`src/rtl/nvdla_glb_intr_pkg.sv`:
```
// Shared constants and types for the global CSB register / interrupt block:
// CSB packet layouts, register offsets and small decode helpers.
package nvdla_glb_intr_pkg;

    localparam int CSB_REQ_W  = 63;
    localparam int CSB_RESP_W = 34;

    localparam int REQ_ADDR_LSB    = 0;
    localparam int REQ_ADDR_W      = 22;
    localparam int REQ_WDAT_LSB    = 22;
    localparam int REQ_WRITE_BIT   = 54;
    localparam int REQ_NPOSTED_BIT = 55;
    localparam int REQ_SRCPRIV_BIT = 56;
    localparam int REQ_WRBE_LSB    = 57;
    localparam int REQ_LEVEL_LSB   = 61;

    localparam int RESP_WRITE_BIT = 33;
    localparam int RESP_ERR_BIT   = 32;

    localparam logic [11:0] GLB_OFS_HWVER  = 12'h000;
    localparam logic [11:0] GLB_OFS_MASK   = 12'h004;
    localparam logic [11:0] GLB_OFS_SET    = 12'h008;
    localparam logic [11:0] GLB_OFS_STATUS = 12'h00C;

    typedef enum logic [2:0] {
        REG_HWVER,
        REG_MASK,
        REG_SET,
        REG_STATUS,
        REG_NONE
    } glb_reg_e;

    typedef struct packed {
        logic [9:0]  addr;
        logic [31:0] wdat;
        logic        write;
        logic        nposted;
        logic [3:0]  wrbe;
    } glb_req_t;

    // Only the low 10 word-address bits select a register.
    function automatic glb_reg_e decode_ofs(input logic [9:0] addr);
        logic [11:0] ofs;
        ofs = {addr, 2'b00};
        case (ofs)
            GLB_OFS_HWVER:  decode_ofs = REG_HWVER;
            GLB_OFS_MASK:   decode_ofs = REG_MASK;
            GLB_OFS_SET:    decode_ofs = REG_SET;
            GLB_OFS_STATUS: decode_ofs = REG_STATUS;
            default:        decode_ofs = REG_NONE;
        endcase
    endfunction

    function automatic logic [31:0] be_expand(input logic [3:0] be);
        logic [31:0] m;
        for (int k = 0; k < 4; k++) begin
            m[8*k +: 8] = {8{be[k]}};
        end
        return m;
    endfunction

endpackage

```
`src/rtl/nvdla_glb_intr_if.sv`:
```
// CSB request/response bundle between the CSB master and the global block.
interface nvdla_glb_intr_if;
    import nvdla_glb_intr_pkg::*;

    logic                  csb2glb_req_pvld;
    logic                  csb2glb_req_prdy;
    logic [CSB_REQ_W-1:0]  csb2glb_req_pd;
    logic                  glb2csb_resp_valid;
    logic [CSB_RESP_W-1:0] glb2csb_resp_pd;

    modport master (
        output csb2glb_req_pvld,
        output csb2glb_req_pd,
        input  csb2glb_req_prdy,
        input  glb2csb_resp_valid,
        input  glb2csb_resp_pd
    );

    modport slave (
        input  csb2glb_req_pvld,
        input  csb2glb_req_pd,
        output csb2glb_req_prdy,
        output glb2csb_resp_valid,
        output glb2csb_resp_pd
    );

endinterface

```
`src/rtl/nvdla_glb_intr_reg.sv`:
```
// Register file of the global block: decode, byte-enable merge, mask and
// sticky W1C status storage, read mux and the aggregated interrupt.
module nvdla_glb_intr_reg
    import nvdla_glb_intr_pkg::*;
#(
    parameter int unsigned       NUM_CH     = 16,
    parameter logic [31:0]       HW_VERSION = 32'h00003130,
    parameter logic [NUM_CH-1:0] MASK_RST   = {NUM_CH{1'b1}}
) (
    input  logic              nvdla_core_clk,
    input  logic              nvdla_core_rstn,
    input  logic              req_vld,
    input  logic              req_write,
    input  logic [9:0]        req_addr,
    input  logic [31:0]       req_wdat,
    input  logic [3:0]        req_wrbe,
    input  logic [NUM_CH-1:0] done_pulse,
    output logic [31:0]       rd_data,
    output logic              rd_err,
    output logic [NUM_CH-1:0] done_mask,
    output logic              glb_intr
);

    glb_reg_e          sel;
    logic              wr_en;
    logic [31:0]       be_bits;
    logic [31:0]       wdat_be;
    logic [NUM_CH-1:0] ch_be;
    logic [NUM_CH-1:0] ch_wdat;
    logic [NUM_CH-1:0] mask;
    logic [NUM_CH-1:0] mask_n;
    logic [NUM_CH-1:0] status;
    logic [NUM_CH-1:0] status_n;
    logic [NUM_CH-1:0] w1s;
    logic [NUM_CH-1:0] w1c;

    always_comb begin
        sel     = decode_ofs(req_addr);
        be_bits = be_expand(req_wrbe);
        wdat_be = req_wdat & be_bits;
    end

    assign wr_en   = req_vld & req_write;
    assign ch_be   = be_bits[NUM_CH-1:0];
    assign ch_wdat = wdat_be[NUM_CH-1:0];

    // Register bits above the channel count do not exist; writes to them drop.
    if (NUM_CH < 32) begin : g_hi
        logic unused_hi_bits;
        assign unused_hi_bits = ^{be_bits[31:NUM_CH], wdat_be[31:NUM_CH]};
    end

    always_comb begin
        mask_n = mask;
        w1s    = '0;
        w1c    = '0;
        if (wr_en) begin
            case (sel)
                REG_MASK:   mask_n = (mask & ~ch_be) | ch_wdat;
                REG_SET:    w1s    = ch_wdat;
                REG_STATUS: w1c    = ch_wdat;
                default:    ;
            endcase
        end
        // Sets take priority over a same-cycle clear.
        status_n = (status & ~w1c) | done_pulse | w1s;
    end

    always_ff @(posedge nvdla_core_clk or negedge nvdla_core_rstn) begin
        if (!nvdla_core_rstn) begin
            mask     <= MASK_RST;
            status   <= '0;
            glb_intr <= 1'b0;
        end else begin
            mask     <= mask_n;
            status   <= status_n;
            glb_intr <= |(status & ~mask);
        end
    end

    always_comb begin
        rd_data = '0;
        rd_err  = 1'b0;
        case (sel)
            REG_HWVER:  rd_data = HW_VERSION;
            REG_MASK:   rd_data[NUM_CH-1:0] = mask;
            REG_SET:    ;
            REG_STATUS: rd_data[NUM_CH-1:0] = status;
            default:    rd_err = 1'b1;
        endcase
    end

    assign done_mask = mask;

endmodule

```
`src/rtl/nvdla_glb_intr_csb.sv`:
```
// Global CSB register/interrupt block: two-stage CSB request/response
// pipeline wrapped around the register file.
module nvdla_glb_intr_csb
    import nvdla_glb_intr_pkg::*;
#(
    parameter int unsigned       NUM_CH     = 16,
    parameter logic [31:0]       HW_VERSION = 32'h00003130,
    parameter logic [NUM_CH-1:0] MASK_RST   = {NUM_CH{1'b1}}
) (
    input  logic              nvdla_core_clk,
    input  logic              nvdla_core_rstn,
    nvdla_glb_intr_if.slave   csb,
    input  logic [NUM_CH-1:0] done_pulse,
    output logic [NUM_CH-1:0] done_mask,
    output logic              glb_intr
);

    glb_req_t        req_in;
    glb_req_t        req_p1;
    logic            req_vld_p1;
    logic [31:0]     rd_data;
    logic            rd_err;
    logic            resp_go;
    logic            resp_valid_p2;
    logic [CSB_RESP_W-1:0] resp_pd_p2;
    logic            unused_req_bits;

    always_comb begin
        req_in.addr    = csb.csb2glb_req_pd[REQ_ADDR_LSB +: 10];
        req_in.wdat    = csb.csb2glb_req_pd[REQ_WDAT_LSB +: 32];
        req_in.write   = csb.csb2glb_req_pd[REQ_WRITE_BIT];
        req_in.nposted = csb.csb2glb_req_pd[REQ_NPOSTED_BIT];
        req_in.wrbe    = csb.csb2glb_req_pd[REQ_WRBE_LSB +: 4];
    end

    assign unused_req_bits = ^{csb.csb2glb_req_pd[REQ_LEVEL_LSB +: 2],
                               csb.csb2glb_req_pd[REQ_SRCPRIV_BIT],
                               csb.csb2glb_req_pd[REQ_ADDR_LSB + 10 +: REQ_ADDR_W - 10]};

    assign csb.csb2glb_req_prdy = 1'b1;

    // Stage p1: capture the request.
    always_ff @(posedge nvdla_core_clk or negedge nvdla_core_rstn) begin
        if (!nvdla_core_rstn) begin
            req_vld_p1 <= 1'b0;
        end else begin
            req_vld_p1 <= csb.csb2glb_req_pvld;
        end
    end

    always_ff @(posedge nvdla_core_clk) begin
        if (csb.csb2glb_req_pvld) begin
            req_p1 <= req_in;
        end
    end

    nvdla_glb_intr_reg #(
        .NUM_CH     (NUM_CH),
        .HW_VERSION (HW_VERSION),
        .MASK_RST   (MASK_RST)
    ) u_reg (
        .nvdla_core_clk  (nvdla_core_clk),
        .nvdla_core_rstn (nvdla_core_rstn),
        .req_vld         (req_vld_p1),
        .req_write       (req_p1.write),
        .req_addr        (req_p1.addr),
        .req_wdat        (req_p1.wdat),
        .req_wrbe        (req_p1.wrbe),
        .done_pulse      (done_pulse),
        .rd_data         (rd_data),
        .rd_err          (rd_err),
        .done_mask       (done_mask),
        .glb_intr        (glb_intr)
    );

    assign resp_go = req_vld_p1 & (~req_p1.write | req_p1.nposted);

    // Stage p2: register the response; posted writes leave the last one held.
    always_ff @(posedge nvdla_core_clk or negedge nvdla_core_rstn) begin
        if (!nvdla_core_rstn) begin
            resp_valid_p2 <= 1'b0;
            resp_pd_p2    <= '0;
        end else begin
            resp_valid_p2 <= resp_go;
            if (resp_go) begin
                resp_pd_p2 <= {req_p1.write, rd_err, (req_p1.write ? 32'h0 : rd_data)};
            end
        end
    end

    assign csb.glb2csb_resp_valid = resp_valid_p2;
    assign csb.glb2csb_resp_pd    = resp_pd_p2;

endmodule

```
`src/flat_wrapper.sv`:
```
// flat-port wrapper written by rule: the top's interface ports become plain ports
module nvdla_glb_intr_csb_flat import nvdla_glb_intr_pkg::*;
#(
    parameter int unsigned       NUM_CH     = 16,
    parameter logic [31:0]       HW_VERSION = 32'h00003130,
    parameter logic [NUM_CH-1:0] MASK_RST   = {NUM_CH{1'b1}}
)
  (nvdla_core_clk, nvdla_core_rstn, done_pulse, done_mask, glb_intr, csb_csb2glb_req_pvld, csb_csb2glb_req_pd, csb_csb2glb_req_prdy, csb_glb2csb_resp_valid, csb_glb2csb_resp_pd);
  nvdla_glb_intr_if csb_i ();
  input  logic nvdla_core_clk;
  input  logic nvdla_core_rstn;
  input  logic [NUM_CH-1:0] done_pulse;
  output logic [NUM_CH-1:0] done_mask;
  output logic glb_intr;
  input wire logic [$bits(csb_i.csb2glb_req_pvld)-1:0] csb_csb2glb_req_pvld;
  input wire logic [$bits(csb_i.csb2glb_req_pd)-1:0] csb_csb2glb_req_pd;
  output wire logic [$bits(csb_i.csb2glb_req_prdy)-1:0] csb_csb2glb_req_prdy;
  output wire logic [$bits(csb_i.glb2csb_resp_valid)-1:0] csb_glb2csb_resp_valid;
  output wire logic [$bits(csb_i.glb2csb_resp_pd)-1:0] csb_glb2csb_resp_pd;
  assign csb_i.csb2glb_req_pvld = csb_csb2glb_req_pvld;
  assign csb_i.csb2glb_req_pd = csb_csb2glb_req_pd;
  assign csb_csb2glb_req_prdy = csb_i.csb2glb_req_prdy;
  assign csb_glb2csb_resp_valid = csb_i.glb2csb_resp_valid;
  assign csb_glb2csb_resp_pd = csb_i.glb2csb_resp_pd;
  nvdla_glb_intr_csb #(.NUM_CH(NUM_CH), .HW_VERSION(HW_VERSION), .MASK_RST(MASK_RST)) u_core (.nvdla_core_clk(nvdla_core_clk), .nvdla_core_rstn(nvdla_core_rstn), .csb(csb_i), .done_pulse(done_pulse), .done_mask(done_mask), .glb_intr(glb_intr));
endmodule
```
`config.mk`:
```
export PLATFORM = sky130hd
export DESIGN_NAME = nvdla_glb_intr_csb_flat
export DESIGN_NICKNAME = d
export VERILOG_FILES = /design/src/rtl/nvdla_glb_intr_pkg.sv /design/src/rtl/nvdla_glb_intr_if.sv /design/src/rtl/nvdla_glb_intr_reg.sv /design/src/rtl/nvdla_glb_intr_csb.sv /design/src/flat_wrapper.sv
export SDC_FILE = /design/constraint.sdc
export NUM_CORES = 1
export LEC_CHECK = 0
export ABC_AREA = 1
export BUFFER_PORTS_ARGS = -buffer_cell sky130_fd_sc_hd__buf_2
export CORE_ASPECT_RATIO = 2
export CORE_MARGIN = 8
export CORE_UTILIZATION = 31
export DETAILED_ROUTE_END_ITERATION = 6
export GPL_ROUTABILITY_DRIVEN = 0
export SYNTH_ARGS = -nofsm -noshare
export SYNTH_HDL_FRONTEND = slang
export SYNTH_HIERARCHICAL = 1
export SYNTH_SLANG_ARGS = --single-unit
```
`constraint.sdc`:
```
create_clock -name nvdla_core_clk -period 2.7 [get_ports nvdla_core_clk]
set_input_delay 0.27 -clock nvdla_core_clk [delete_from_list [all_inputs] [get_ports nvdla_core_clk]]
set_output_delay 0.27 -clock nvdla_core_clk [all_outputs]
set_load 0.03 [all_outputs]
```
After elaboration in Yosys (flattened, before gate mapping). Cells that the tools add are included.

Register bits after elaboration: 99. Bits of input ports: 82.

Equality and inequality tests: 6. Multiplexer cells: 8. Bitwise operators: 14. Reduce and logical (&&, ||, !) cells: 5.

Operators with widths (count): 2-to-1 mux 16 bit (5); bitwise AND 16 bit (4); NOT 16 bit (3); bitwise OR 16 bit (3); one-hot mux 16 bit (3 select lines) (1); equality test 10 x 2 -> 1 bit (second input constant) (2); OR reduction 16 bit (1); one-hot mux 3 bit (4 select lines) (1); equality test 10 x 1 -> 1 bit (second input constant) (1); zero test 10 bit (1); equality test 3 x 2 -> 1 bit (second input constant) (2); OR reduction 4 bit (1); equality test 3 x 1 -> 1 bit (second input constant) (1); zero test 3 bit (1); bitwise AND 1 bit (2); AND reduction 2 bit (1); 2-to-1 mux 1 bit (1); NOT 1 bit (1); bitwise OR 1 bit (1).

Logic depth before layout (Yosys ltp).
Depth after elaboration: 9. Gate-level depth with buffers: 11. Mapped depth without buffers: 9.

By module. Netlist, hierarchy kept.

By module, submodules not included: nvdla_glb_intr_csb (times used 1, cells each 205, area an instance 2892.8 um^2); nvdla_glb_intr_reg (times used 1, cells each 337, area an instance 2336.0 um^2).

Least setup slack after synthesis. No wires, ideal clock.

Path type: register -> register. From: reg u_core/req_p1[41] (netlist name). To: reg u_core.resp_pd_p2[5], in the netlist u_core/csb.glb2csb_resp_pd[5]. Library setup time: 0.065 ns. Arrival time: 1.302 ns. Slack: 1.333 ns. Stages on the path, launching flop included: 12. Period minus slack after synthesis: 1.367 ns. Cell sequence: edfxtp_1 -> nor2_1 -> nand2_1 -> nor2_2 -> buf_6 -> nand2_4 -> clkinv_2 -> buf_6 -> nand2_1 -> nand2_1 -> nand2_1 -> nand2_1.

Cells in the longest elaborated chain, start to end: 5. Elaborated cells on any way between the ends: 10.

RTL lines: start, declared (line nvdla_glb_intr_csb.sv:19) `glb_req_t req_p1;`; start signal, assigned (line nvdla_glb_intr_csb.sv:53) `req_p1 <= req_in;`; equality test 10 x 2 -> 1 bit, or another cell as far along (line nvdla_glb_intr_pkg.sv:45) `case (ofs)`; one-hot mux 3 bit (4 select lines) * (line nvdla_glb_intr_pkg.sv:45); equality test 3 x 2 -> 1 bit, or another cell as far along (line nvdla_glb_intr_reg.sv:84) `case (sel)`; one-hot mux 16 bit (3 select lines) * (line nvdla_glb_intr_reg.sv:84); named net u_core.rd_data[5] (line nvdla_glb_intr_csb.sv:21) `logic [31:0] rd_data;`; 2-to-1 mux 16 bit * (line nvdla_glb_intr_csb.sv:86) `resp_pd_p2 <= {req_p1.write, rd_err, (req_p1.write ? 32'h0 : rd_data)};`; end signal, assigned (line nvdla_glb_intr_csb.sv:86); end, declared (line nvdla_glb_intr_csb.sv:25) `logic [CSB_RESP_W-1:0] resp_pd_p2;`.

Mark *: on every way through the listed nets, which the timed path passes. The rest lies on a longest branch. A chain may end at the register's enable or synchronous reset.

Final worst setup path.
From: reg u_core/req_p1[43] (netlist name). To: reg u_core.resp_pd_p2[11], in the netlist u_core/csb.glb2csb_resp_pd[11].

Same word-level chain as after synthesis.

==> run_results.csv <==
group,metric,value,unit
sta,timing.slew.headroom,40.5,%
sta,setup-tns-final,0,ns
power_and_ir_drop,vdd.ir_drop.worst,313,µV
floorplan,die-area,19600,µm²
floorplan,die_h,190,µm
routing,vias,3446,
clock_tree,clockRootBuffer,"clkbuf_16",
worst_setup_path,end_kind,"register",
placement,port_buffers,100,
final_layout,fillCellCount,1578,
worst_setup_path,critPathSlowestCell,"nor2_2",
routing,ant_nets,0,
worst_setup_path,cp_cell_sequence,"nor2_1 -> nand2_1 -> nor2_2 -> nand2_4 -> clkinv_2 -> nand2_1 -> nand2_1 -> nand2_1 -> nand2_1",
floorplan,io_pins,135,
clock_tree,ctsResizeCount,0,
worst_setup_path,critical_path_class,"register to register",
grt,grt_pass1_vias,3583,
clock_tree,cts_sinks,99,
sta,finalCriticalPeriod,1.84,ns
grt,grt_usage,12.0,%
sta,holdWs,0.0474,ns
routing,wl_per_cell,13.4,µm
final_layout,layout.nets,699,
worst_setup_path,crit_fanout,17,
floorplan,fp-row-count,63,
final_layout,area_growth,19.1,%
worst_setup_path,required,2.98,ns
final_layout,final_core_util,37.7,%
floorplan,coreArea,14800,µm²
sta,skew,0.00655,ns
final_layout,drive_above_1_share,26.4,%
routing,viasPerCell,4.21,
sta,layout_setup_ws,0.861,ns
clock_tree,htreeDepth,3,
grt,antenna_found_initial,1,
placement,dp_worst_setup_slack,0.841,ns
sta,fin_crit_sh,68.1,%
worst_setup_path,critical_path.top_delay_family,"simple AND/OR/NAND/NOR gates",
hold_path,hold_path_class,"input pin to async pin",
synthesis,synth_cells,524,
sta,hold_viol,0,
placement,hpwlAfterDp,8450,µm
sta,max_freq,544,MHz
worst_setup_path,arrival,2.12,ns
routing,drt_iter0_drc,155,
worst_setup_path,crit_buf_inv,1,
power_and_ir_drop,powerDensity,615,nW/µm²
final_layout,fin_cells,818,
synthesis,syn_avg_cell_area,8.95,µm²
status,status,"completed",
synthesis,syn-cell-area,4690,µm²
routing,drc,0,
routing,first_pass_iters,4,
job,cap_violations,0,
grt,grt_max_degree,70,
floorplan,die-width,103,µm
clock_tree,clkTransAtPathRegs,0.07,ns
power_and_ir_drop,p_leak,2.94,nW
floorplan,start_util,31.6,%
synthesis,ys_warn_count,6,
clock_tree,postCtsSetupBuffers,0,
sta,tightest_slew,0.893,ns
grt,grt_pass1_wl,18000,µm
worst_setup_path,startpoint_type,"register",
placement,dp.cells,801,
clock_tree,cts_buffer_depth,2,
sta,finalMaxSlewViolations,0,
clock_tree,cts_buffers,9,
clock_tree,clk_latency,0.35,ns
worst_setup_path,max_stage_delay,0.38,ns
sta,setup_viol,0,
worst_setup_path,cpMostUsedCell,"nand2_1",
clock_tree,ctsHoldBuffers,0,
clock_tree,cts_tree,"done",
routing,wl,11000,µm
grt,grt_overflow,0,
sta,rsz0062_at_grt,"no",
final cells by class:
type	count	area [µm²]	area share, %
diodes	1	2.50	0.0448
well taps	195	244	4.37
flip-flops and latches	99	2650	47.4
clock inverters	6	95.1	1.70
clock buffers	10	250	4.48
multi-input cells	324	1510	27.1
inverters	80	304	5.45
repair buffers	103	526	9.41
placed cells by master, fill, tap and decap left out, types with 2 or more instances in the layout:
cell and instances:
buf_2 99, buf_4 4, bufinv_16 2, clkbuf_16 10, clkinvlp_4 2, conb_1 17
dfrtp_1 53, dfstp_2 16, edfxtp_1 30, inv_1 78, nand2_1 180, nand2_4 2
nand3_1 48, nand3b_1 16, nor2_1 10, nor2_2 4, nor3_1 2, o21ai_0 17
o21ai_1 3, o21ai_2 18, o22ai_1 3
final timing paths:
kind,cells after the start,start,endpoint,slack (ns)
max in group asynchronous,1,nvdla_core_rstn,u_core/csb.glb2csb_resp_pd[16]$_DFFE_PN0P_,2.07
hold reg to reg,2,u_core/csb.glb2csb_resp_pd[27]$_DFFE_PN0P_,u_core/csb.glb2csb_resp_pd[27]$_DFFE_PN0P_,0.49
hold / removal,1,nvdla_core_rstn,u_core/req_vld_p1$_DFF_PN0_,0.05
setup / recovery,9,u_core/req_p1[43]$_DFFE_PP_,u_core/csb.glb2csb_resp_pd[11]$_DFFE_PN0P_,0.86
min in group nvdla_core_clk,1,csb_csb2glb_req_pd[37],u_core/req_p1[21]$_DFFE_PP_,0.09
setup reg to reg,9,u_core/req_p1[43]$_DFFE_PP_,u_core/csb.glb2csb_resp_pd[11]$_DFFE_PN0P_,0.86
where the power goes:
| group | internal [W] | switching [W] |
|---|---|---|
| Combinational | 0.0000903 | 0.000228 |
| Clock | 0.000876 | 0.000572 |
| Sequential | 0.00163 | 0.0000374 |
through the flow:
| step | area (µm²) | total power, W |
|---|---|---|
| final | 5580 | 0.00343 |
| after global routing | 5580 | 0.00359 |
| after CTS | 5580 | 0.00349 |
| after detailed placement | 5230 | 0.00202 |
| after global placement | 5230 | 0.00201 |
| after floorplan | 4740 | 0.00191 |
metal layers:
layer	track usage, %	routed length, µm
met5	0	0
met1	12.8	4330
met4	6.45	252
met2	21.4	5950
met3	2.27	468
Note: power is estimated with default switching activity, not from simulation.
